## src/rtl/atto_port_scheduler.sv

```systemverilog
// Round-robin, credit-gated scheduler for one atto router output port.
// Drives the crossbar select and the two-phase diff-pair flit strobe.
module atto_port_scheduler #(
    parameter int NUM_REQ  = 3,
    parameter int CREDITS  = 4,
    parameter int CREDIT_W = 3
) (
    input  logic                clka,
    input  logic                rsta,
    input  logic [NUM_REQ-1:0]  req_din,
    input  logic                credit_return_din,
    output logic [NUM_REQ-1:0]  grant_dout,
    output logic [1:0]          xbar_sel_dout,
    output logic [1:0]          diff_pair_dout,
    output logic [CREDIT_W-1:0] credit_count_dout,
    output logic                stall_dout,
    output logic                credit_err_dout
);

    localparam logic [1:0] IDLE  = 2'd0;
    localparam logic [1:0] GRANT = 2'd1;
    localparam logic [1:0] STALL = 2'd2;

    localparam logic [CREDIT_W-1:0] CRED_MAX = CREDIT_W'(CREDITS);
    localparam logic [CREDIT_W-1:0] CRED_ONE = CREDIT_W'(1);

    logic [1:0]          state_q, state_d;
    logic [1:0]          ptr_q, ptr_d;
    logic [NUM_REQ-1:0]  grant_q, grant_d;
    logic [1:0]          xsel_q;
    logic [1:0]          dp_q;
    logic [CREDIT_W-1:0] cred_q, cred_d;
    logic                err_q, err_d;

    logic [3:0]          elig;
    logic                elig_any;
    logic                pick_vld;
    logic [1:0]          pick_idx;
    logic [2:0]          scan;
    logic                do_grant;

    // The previous grant masks its owner so a held req is not served twice.
    assign elig     = 4'(req_din & ~grant_q);
    assign elig_any = |elig;

    always_comb begin
        pick_vld = 1'b0;
        pick_idx = 2'd0;
        scan     = 3'd0;
        // Descending scan: the lowest offset from ptr is written last and wins.
        for (int k = NUM_REQ - 1; k >= 0; k--) begin
            scan = {1'b0, ptr_q} + 3'(k);
            if (scan >= 3'(NUM_REQ))
                scan = scan - 3'(NUM_REQ);
            if (elig[scan[1:0]]) begin
                pick_vld = 1'b1;
                pick_idx = scan[1:0];
            end
        end
    end

    assign do_grant = pick_vld && (cred_q != '0);

    always_comb begin
        grant_d = '0;
        for (int i = 0; i < NUM_REQ; i++)
            grant_d[i] = do_grant && (pick_idx == 2'(i));
    end

    always_comb begin
        ptr_d = ptr_q;
        if (do_grant)
            ptr_d = (pick_idx == 2'(NUM_REQ - 1)) ? 2'd0 : pick_idx + 2'd1;
    end

    always_comb begin
        state_d = IDLE;
        case (state_q)
            STALL:   state_d = do_grant ? GRANT : (elig_any ? STALL : IDLE);
            default: state_d = do_grant ? GRANT : (elig_any ? STALL : IDLE);
        endcase
    end

    always_comb begin
        cred_d = cred_q;
        err_d  = err_q;
        if (do_grant && !credit_return_din)
            cred_d = cred_q - CRED_ONE;
        else if (!do_grant && credit_return_din) begin
            if (cred_q == CRED_MAX)
                err_d = 1'b1;
            else
                cred_d = cred_q + CRED_ONE;
        end
    end

    always_ff @(posedge clka) begin
        if (rsta) begin
            state_q <= IDLE;
            ptr_q   <= 2'd0;
            grant_q <= '0;
            xsel_q  <= 2'd0;
            dp_q    <= 2'b10;
            cred_q  <= CRED_MAX;
            err_q   <= 1'b0;
        end else begin
            state_q <= state_d;
            ptr_q   <= ptr_d;
            grant_q <= grant_d;
            cred_q  <= cred_d;
            err_q   <= err_d;
            if (do_grant) begin
                xsel_q <= pick_idx;
                dp_q   <= ~dp_q;
            end
        end
    end

    assign grant_dout        = grant_q;
    assign xbar_sel_dout     = xsel_q;
    assign diff_pair_dout    = dp_q;
    assign credit_count_dout = cred_q;
    assign stall_dout        = (state_q == STALL);
    assign credit_err_dout   = err_q;

endmodule

```

## config.mk

```make
export PLATFORM = sky130hd
export DESIGN_NAME = atto_port_scheduler
export DESIGN_NICKNAME = d
export VERILOG_FILES = /design/src/rtl/atto_port_scheduler.sv
export SDC_FILE = /design/constraint.sdc
export NUM_CORES = 1
export LEC_CHECK = 0
export ABC_CLOCK_PERIOD_IN_PS = 3800
export BUFFER_PORTS_ARGS = -buffer_cell sky130_fd_sc_hd__buf_2
export CAP_MARGIN = 20
export CORE_ASPECT_RATIO = 1.2
export CORE_MARGIN = 2
export CORE_UTILIZATION = 40
export CTS_BUF_LIST = sky130_fd_sc_hd__clkbuf_4 sky130_fd_sc_hd__clkbuf_8
export CTS_CLUSTER_DIAMETER = 120
export CTS_CLUSTER_SIZE = 12
export DETAILED_ROUTE_END_ITERATION = 10
export PLACE_DENSITY = 0.66
export SYNTH_ARGS = -nofsm -noshare
export SYNTH_HDL_FRONTEND = slang
export SYNTH_SLANG_ARGS = --single-unit
```

## constraint.sdc

```tcl
create_clock -name clka -period 3.8 [get_ports clka]
set_clock_uncertainty 0.1 [all_clocks]
set_input_delay 0.38 -clock clka [delete_from_list [all_inputs] [get_ports clka]]
set_output_delay 0.38 -clock clka [all_outputs]
set_load 0.02 [all_outputs]
```

==> results of run 1 <==
logic make-up (layout without fill, tap and decap cells):
kind of cell / Yosys count / in the layout
AOI/OAI and AO/OA: 19 / 19
xor gates and xnor gates: 1 / 1
adders and majority gates: 6 / 6
buffers and inverters: 14 / 31
DFF: 15 / 15
muxes: 7 / 7
and+or+nand+nor: 33 / 33
routing by layer:
metal | GRT usage (%) | part of all wire [%]
met1 | 18.15 | 48
met2 | 22.11 | 47
met3 | 4.248 | 3.9
met4 | 7.540 | 1.8
met5 | 0 | 0
power breakdown:
part	switching [mW]	total [mW]	internal, mW
logic	0.324	0.561	0.238
clock network	0.0520	0.100	0.0479
registers	0.0413	0.262	0.221
critical path: cells and delay by family (launching register included):
| family | cells | cell delay [ns] |
|---|---|---|
| buffers and inverters | 4 | 0.42 |
| flip-flops | 1 | 0.36 |
| XOR/XNOR | 1 | 0.15 |
| AO/OA/AOI/OAI | 4 | 0.71 |
| adder cells (fa/ha/maj) | 3 | 0.79 |
| multiplexers | 1 | 0.34 |
layout make-up:
class,count,area [um2],area share [%]
Sequential cell,15,300.3,30.11
Timing Repair Buffer,17,85.08,8.532
Multi-Input combinational cell,66,506.7,50.82
Tap cell,30,37.54,3.764
Clock buffer,4,30.03,3.011
Inverter,10,37.54,3.764
path summary, 6_finish.rpt:
kind                                     start                                 to
setup / recovery         ptr_q[1]$_SDFFE_PP0P_  credit_count_dout[2]$_SDFFE_PP1P_
hold / removal                            rsta  credit_count_dout[1]$_SDFFE_PP0P_
setup reg to reg         ptr_q[1]$_SDFFE_PP0P_  credit_count_dout[2]$_SDFFE_PP1P_
hold reg to reg   credit_err_dout$_SDFFE_PP0P_       credit_err_dout$_SDFFE_PP0P_
cell usage in the layout (no fill, tap or decap):
| master | synthesis | layout |
|---|---|---|
| inv_2 | 1 | 1 |
| o311ai_0 | 1 | 1 |
| clkbuf_4 | 0 | 4 |
| a31oi_1 | 3 | 3 |
| nand3b_1 | 1 | 1 |
| a41oi_1 | 1 | 1 |
| nand2_1 | 4 | 4 |
| nand2b_1 | 3 | 3 |
| a311oi_1 | 2 | 2 |
| inv_1 | 9 | 9 |
| buf_2 | 0 | 17 |
| o221a_2 | 1 | 1 |
| nand3_1 | 2 | 2 |
| dfxtp_1 | 15 | 15 |
| nand2b_2 | 1 | 1 |
| a21o_2 | 1 | 1 |
| mux2i_1 | 5 | 5 |
| or4_4 | 1 | 1 |
| fa_1 | 1 | 1 |
| a41o_1 | 1 | 1 |
| or2_1 | 1 | 1 |
| a221oi_2 | 1 | 1 |
| o22ai_1 | 1 | 1 |
| nor2b_1 | 4 | 4 |
| nor2_1 | 11 | 11 |
| mux2_2 | 1 | 1 |
| o21ai_0 | 2 | 2 |
| o32ai_4 | 1 | 1 |
| or2b_1 | 2 | 2 |
| xor2_1 | 1 | 1 |
| ha_1 | 5 | 5 |
| a21oi_1 | 3 | 3 |
| mux2_1 | 1 | 1 |
| nor3_1 | 2 | 2 |
| nand4b_1 | 1 | 1 |
| o31ai_1 | 1 | 1 |
stage by stage:
stage,cell area [um2],std cells,total power [mW],hold WS [ns]
detailed placement,967.2,138,0.8304,0.3533
floorplan,882.1,95,0.7342,0.3553
CTS,997.2,142,0.9320,0.3075
global placement,967.2,138,0.8192,0.3561
finish,997.2,142,0.9237,0.3083
global route,997.2,142,1.007,0.3082
sequential cells by signal (all words and copies together), names as in the netlist:
name and cells:
xbar_sel_dout 2, credit_count_dout 3, credit_err_dout 1, state_q 2, grant_dout 3, diff_pair_dout 2, ptr_q 2
==> summary.txt, run 1 <==
Run status
  – Status: finished, final reports clean

Critical path
  – Worst Path Arrival: 3.07 ns
  – FF-to-FF setup slack: 0.79 ns
  – Most frequent CP cell: inv_1
  – R2R depth: 13
  – Worst-path cell chain: inv_1 > ha_1 > inv_1 > mux2_2 > o22ai_1 > o32ai_4 > inv_2 > ha_1 > inv_1 > fa_1 > xor2_1 > o21ai_0 > o311ai_0
  – Startpoint types: flip-flop
  – Worst path slowest cell: fa_1
  – Setup CP Type: reg2reg
  – CP endpoint kind: flip-flop
  – Crit path largest cell delay: 0.37 ns
  – Required @ worst endpoint: 3.86 ns
  – CP max FO: 10

STA
  – Slew margin rel.: 63.34%
  – Sum of negative setup slack: 0 ns
  – Final Hold Fails: 0
  – Unrepaired setup endpoints after global routing: false
  – Min Tclk post-route: 3.006 ns
  – Period utilization: 79.10%
  – # setup viols final: 0
  – Least-Margin Pin Slew: 0.5500 ns
  – Worst Setup Slack, final: 0.7942 ns
  – Final slew viol count: 0
  – Peak Freq: 332.7 MHz

Synth
  – Leading area contributor after synthesis: dfxtp_1
  – Post-synthesis instance area: 882.1 um2
  – Mean post-synth cell area: 9.285 um2
  – Mux share of post-synthesis cell area: 8.227%
  – Post-synth ARST share: 0%
  – Post-synthesis adder-cell area fraction: 9.362%
  – Seq/Total Area, Yosys: 34.04%
  – Most frequent cells after synthesis: dfxtp_1, nor2_1, inv_1
  – Largest family of logic cells by synthesized area: simple AND/OR/NAND/NOR gates
  – Synth Area in Compound Gates: 18.72%
  – EDFF count, synth: 0
  – Top cells by area, synth: dfxtp_1, ha_1, mux2i_1
  – Yosys cell types: 36
  – Yosys warns: 0
  – Post-synth top area share: 34.04%
  – Post-Syn Instances: 95
  – Post-Synth Simple-Gate Area: 20.14%
  – Net Count, Synth: 107
  – Top_reg_cell synth: dfxtp_1
  – Yosys reg bits: 15
  – Synth Area in XOR/XNOR: 0.9929%
  – Count leader, synth: dfxtp_1

Detailed routing
  – Drt initial violations: 9
  – DR pass1 iterations: 4
  – DRC errors left: 0
  – Post-route ant nets: 0
  – Wire length per cell: 11.53 um
  – Overall routed net length: 1637 um
  – DR vias: 715
  – Via density: 5.035

Place
  – Estimated wirelength of the detail-placed design: 1256 um
  – PortBufs: 17
  – Dpl ws: 0.7972 ns
  – Global placement routability congestion: 0.7752

Floorplanning
  – Core box area: 0.002072 mm2
  – Height of the chip: 55.44 um
  – Die width: 46.87 um
  – Die area: 0.002598 mm2
  – Io pins: 18
  – Starting Density: 42.57%
  – Row cnt: 18

CTS
  – CTS max path bufs: 2
  – H-Tree Depth: 1
  – CTS tree: yes
  – Clock-pin slew on the worst setup and hold paths: 0.09 ns
  – Hold_buf cts: 0
  – Post-CTS Resized: 0
  – CTS Buf Count: 3
  – Clock latency on the worst-skew pair: 0.29 ns
  – CTS Sinks: 15
  – Clock root buffer: clkbuf_4
  – Setup bufs post-CTS: 0

GRT
  – Vias in the first global route: 670
  – First-pass GRT wire length: 2808 um
  – Initial antenna violation count: 0
  – Largest net degree at the start of global routing: 14
  – Gr ovfl total: 0
  – Total track usage: 14.64%

Power and ir drop
  – Worst VDD drop: 502.9 uV
  – Leakage: 0.4299 nW
  – PwrDens: 926.3 mW/mm2

Finish
  – Synthesis-to-layout area growth: 13.05%
  – Fillers: 219
  – Net count, final: 125
  – Final Util: 48.13%
  – Layout cells sized above 1: 25.89%
  – Diode count: 0

Min path
  – Hold path depth: 2
  – Hold Crit Class: in2reg

Flow run
  – MaxCap Viol Count: 0
No activity file was read; power rests on OpenSTA's default activity.
==> run 2, diff against run 1 <==
--- a/config.mk
+++ b/config.mk
@@ -5,7 +5,8 @@
 export SDC_FILE = /design/constraint.sdc
 export NUM_CORES = 1
 export LEC_CHECK = 0
-export ABC_CLOCK_PERIOD_IN_PS = 3800
+export ABC_AREA = 1
+export ABC_CLOCK_PERIOD_IN_PS = 3050
 export BUFFER_PORTS_ARGS = -buffer_cell sky130_fd_sc_hd__buf_2
 export CAP_MARGIN = 20
 export CORE_ASPECT_RATIO = 1.2
==> constraint.sdc (replaced) <==
create_clock -name clka -period 3.05 [get_ports clka]
set_clock_uncertainty 0.1 [all_clocks]
set_input_delay 0.305 -clock clka [delete_from_list [all_inputs] [get_ports clka]]
set_output_delay 0.305 -clock clka [all_outputs]
set_load 0.02 [all_outputs]
==> summary.txt, run 2 <==
Synth
  – Post-synth ARST share: 0% (unchanged)
  – Yosys warns: 0 (unchanged)
  – Most frequent cells after synthesis: inv_1, nand2_1, dfxtp_1, nand3_1
  – Yosys reg bits: 15 (unchanged)
  – Post-Syn Instances: 121 (+27%)
  – Top_reg_cell synth: dfxtp_1
  – Count leader, synth: inv_1
  – Post-synth top area share: 32.61% (-1.4 points)
  – EDFF count, synth: 0 (unchanged)
  – Net Count, Synth: 133 (+24%)
  – Seq/Total Area, Yosys: 32.61% (-1.4 points)
  – Top cells by area, synth: dfxtp_1, inv_1, nand3_1
  – Yosys cell types: 23 (-36%)
  – Leading area contributor after synthesis: dfxtp_1
  – Mean post-synth cell area: 7.611 um2 (-18%)
  – Post-synthesis instance area: 920.9 um2 (+4.4%)

Detailed routing
  – Post-route ant nets: 0 (unchanged)
  – DR pass1 iterations: 3 (-1)
  – Overall routed net length: 1669 um (+2.0%)
  – DRC errors left: 0 (unchanged)
  – Via density: 4.538 (-9.9%)
  – Drt initial violations: 10 (+1)
  – Wire length per cell: 9.647 um (-16%)
  – DR vias: 785 (+9.8%)

Place
  – Post-DP Area: 0.001045 mm2 (+8.0%)
  – Dpl ws: 0.2450 ns (-0.5522 ns)
  – PortBufs: 17 (unchanged)
  – Estimated wirelength of the detail-placed design: 1422 um (+13%)
  – Global placement routability congestion: 0.7999 (+3.2%)

GRT
  – Initial antenna violation count: 0 (unchanged)
  – First-pass GRT wire length: 2870 um (+2.2%)
  – Largest net degree at the start of global routing: 10 (-4)
  – Gr ovfl total: 0 (unchanged)
  – Vias in the first global route: 716 (+6.9%)
  – Total track usage: 14.39% (-0.25 points)

CTS
  – CTS max path bufs: 2 (unchanged)
  – CTS Sinks: 15 (unchanged)
  – H-Tree Depth: 1 (unchanged)
  – CTS Buf Count: 3 (unchanged)
  – Post-CTS Resized: 0 (unchanged)
  – Setup bufs post-CTS: 0 (unchanged)
  – CTS tree: yes
  – Hold_buf cts: 0 (unchanged)
  – Clock-pin slew on the worst setup and hold paths: 0.09 ns (about the same)
  – Clock root buffer: clkbuf_4
  – Clock latency on the worst-skew pair: 0.28 ns (about the same)

Critical path
  – Setup CP Type: reg2reg
  – CP max FO: 8 (-2)
  – Worst Path Arrival: 2.83 ns (-0.24 ns)
  – Startpoint types: flip-flop
  – Required @ worst endpoint: 3.12 ns (-0.74 ns)
  – CP endpoint kind: flip-flop

Power and ir drop
  – Flop pwr share: 28.1% (-0.3 points)
  – Logic pwr share: 62.0% (+1.2 points)
  – Leakage: 0.5591 nW (+30%)
  – Worst VDD drop: 472.2 uV (-6.1%)
  – PwrDens: 1026 mW/mm2 (+11%)
  – Internal Pwr Total: 0.5550 mW (+9.5%)
  – Switching Power: 0.5475 mW (+31%)
  – Switching share of total power: 49.66% (+4.5 points)
  – Clock share of power: 9.9% (-0.9 points)

Finish
  – Synthesis-to-layout area growth: 16.71%
  – Register area: 300.3 um2 (unchanged)
  – Fillers: 262 (+20%)
  – Net count, final: 155 (+24%)
  – Most common cell after layout, fill and taps aside: inv_1
  – Multi-input logic area: 519.2 um2 (+2.5%)
  – Diode count: 0 (unchanged)
  – Most frequent cells in the layout: inv_1, nand2_1, buf_2, nand3_1, dfxtp_1
  – Final instance area: 0.001075 mm2 (+7.8%)
  – Layout cells sized above 1: 30.99% (+5.1 points)

STA
  – Peak Freq: 362.0 MHz (+8.8%)
  – Min Tclk post-route: 2.763 ns (-0.2431 ns)
  – Least-Margin Pin Slew: 0.2775 ns (-0.2724 ns)
  – # setup viols final: 0 (unchanged)
  – Sum of negative setup slack: 0 ns (unchanged)
  – Unrepaired setup endpoints after global routing: false
  – Final Hold Fails: 0 (unchanged)
  – Final slew viol count: 0 (unchanged)
  – Worst Setup Slack, final: 0.2874 ns (-0.5069 ns)
  – Slew margin rel.: 81.38% (+18 points)
  – Period utilization: 90.58% (+11 points)

Floorplanning
  – Core box area: 0.002235 mm2 (+7.8%)
  – Row cnt: 19 (+1)
  – Height of the chip: 56.56 um (+2.0%)
  – Die width: 47.80 um (+2.0%)
  – Starting Density: 41.21% (-1.4 points)
  – Die area: 0.002704 mm2 (+4.0%)
  – Io pins: 18 (unchanged)

Min path
  – Hold Crit Class: in2reg

Flow run
  – MaxCap Viol Count: 0 (unchanged)

Run status
  – Status: finished, final reports clean
-- run 2: cell count changes after synthesis, sizes merged, moves of 3 or more --
cell    delta
nor2       -3
nand2b     -4
nand2     +24
nor2b      -4
a21oi      +3
inv       +16
mux2i      -5
o21ai      +5
nand4      +3
nand3     +15
buf        -4
a31oi      -3
-- run 2: kinds of logic (layout without fill, tap and decap cells) --
group	count (synthesis)	in the layout	synth area share [%]
xor+xnor	1	1	0.9513
compound gates	14	14	10.33
buf+inv	27	48	11.28
simple gates	58	58	35.87
flops	15	15	32.61
fa+ha+maj	6	6	8.967
-- run 2: layout make-up --
class | instances | share of cell area [%]
clock buffers | 3 | 2.095
inverters | 27 | 9.662
flip-flops and latches | 15 | 27.94
multi-input cells | 79 | 48.31
clock inverters | 1 | 0.4657
repair buffers | 17 | 7.916
well taps | 31 | 3.609
-- run 2: critical path: stages, from the launching register on --
cell and delay (ns):
dfxtp_1 0.38, inv_1 0.07, ha_2 0.32, inv_2 0.09, nand2_1 0.06, nor2_2 0.17
a21oi_4 0.05, nand3_4 0.10, nand2_4 0.08, inv_1 0.07, ha_1 0.17, inv_1 0.07
fa_1 0.38, xor2_1 0.17, o21ai_0 0.16, inv_1 0.05, nor2_1 0.08, o31ai_1 0.07
-- run 2: path summary, 6_finish.rpt --
| check | slack (ns) | from | endpoint | cells past startpoint |
|---|---|---|---|---|
| setup reg to reg | 0.29 | ptr_q[0]$_SDFFE_PP0P_ | credit_count_dout[2]$_SDFFE_PP1P_ | 17 |
| setup / recovery | 0.29 | ptr_q[0]$_SDFFE_PP0P_ | credit_count_dout[2]$_SDFFE_PP1P_ | 17 |
| hold / removal | 0.11 | rsta | credit_err_dout$_SDFFE_PP0P_ | 2 |
| hold reg to reg | 0.35 | credit_err_dout$_SDFFE_PP0P_ | credit_err_dout$_SDFFE_PP0P_ | 2 |
-- run 2: per-layer routing --
layer / global-route usage (%) / share of wire [%] / wire [um]
met2: 23.43 / 53 / 890
met3: 1.929 / 2.0 / 33
met1: 18.27 / 44 / 727
met5: 0 / 0 / 0
met4: 5.792 / 1.1 / 18
-- run 2: through the flow --
stage	power (mW)	hold slack (ns)	util, %	instances
finish	1.102	0.1053	48.10	173
global route	1.216	0.1157	48.10	173
CTS	1.118	0.1033	47.98	173
detailed placement	1.004	0.3519	46.75	169
global placement	0.9898	0.3368	46.75	169
floorplan	0.8530	0.2741	-	121
-- run 2: power by group through the flow --
stage	clock network (mW)	logic, mW	registers, mW
3_5_place_dp	0	0.688	0.316
6_report	0.109	0.683	0.310
3_3_place_gp	0	0.676	0.314
5_1_grt	0.120	0.773	0.323
2_1_floorplan	0	0.473	0.380
4_1_cts	0.113	0.692	0.312
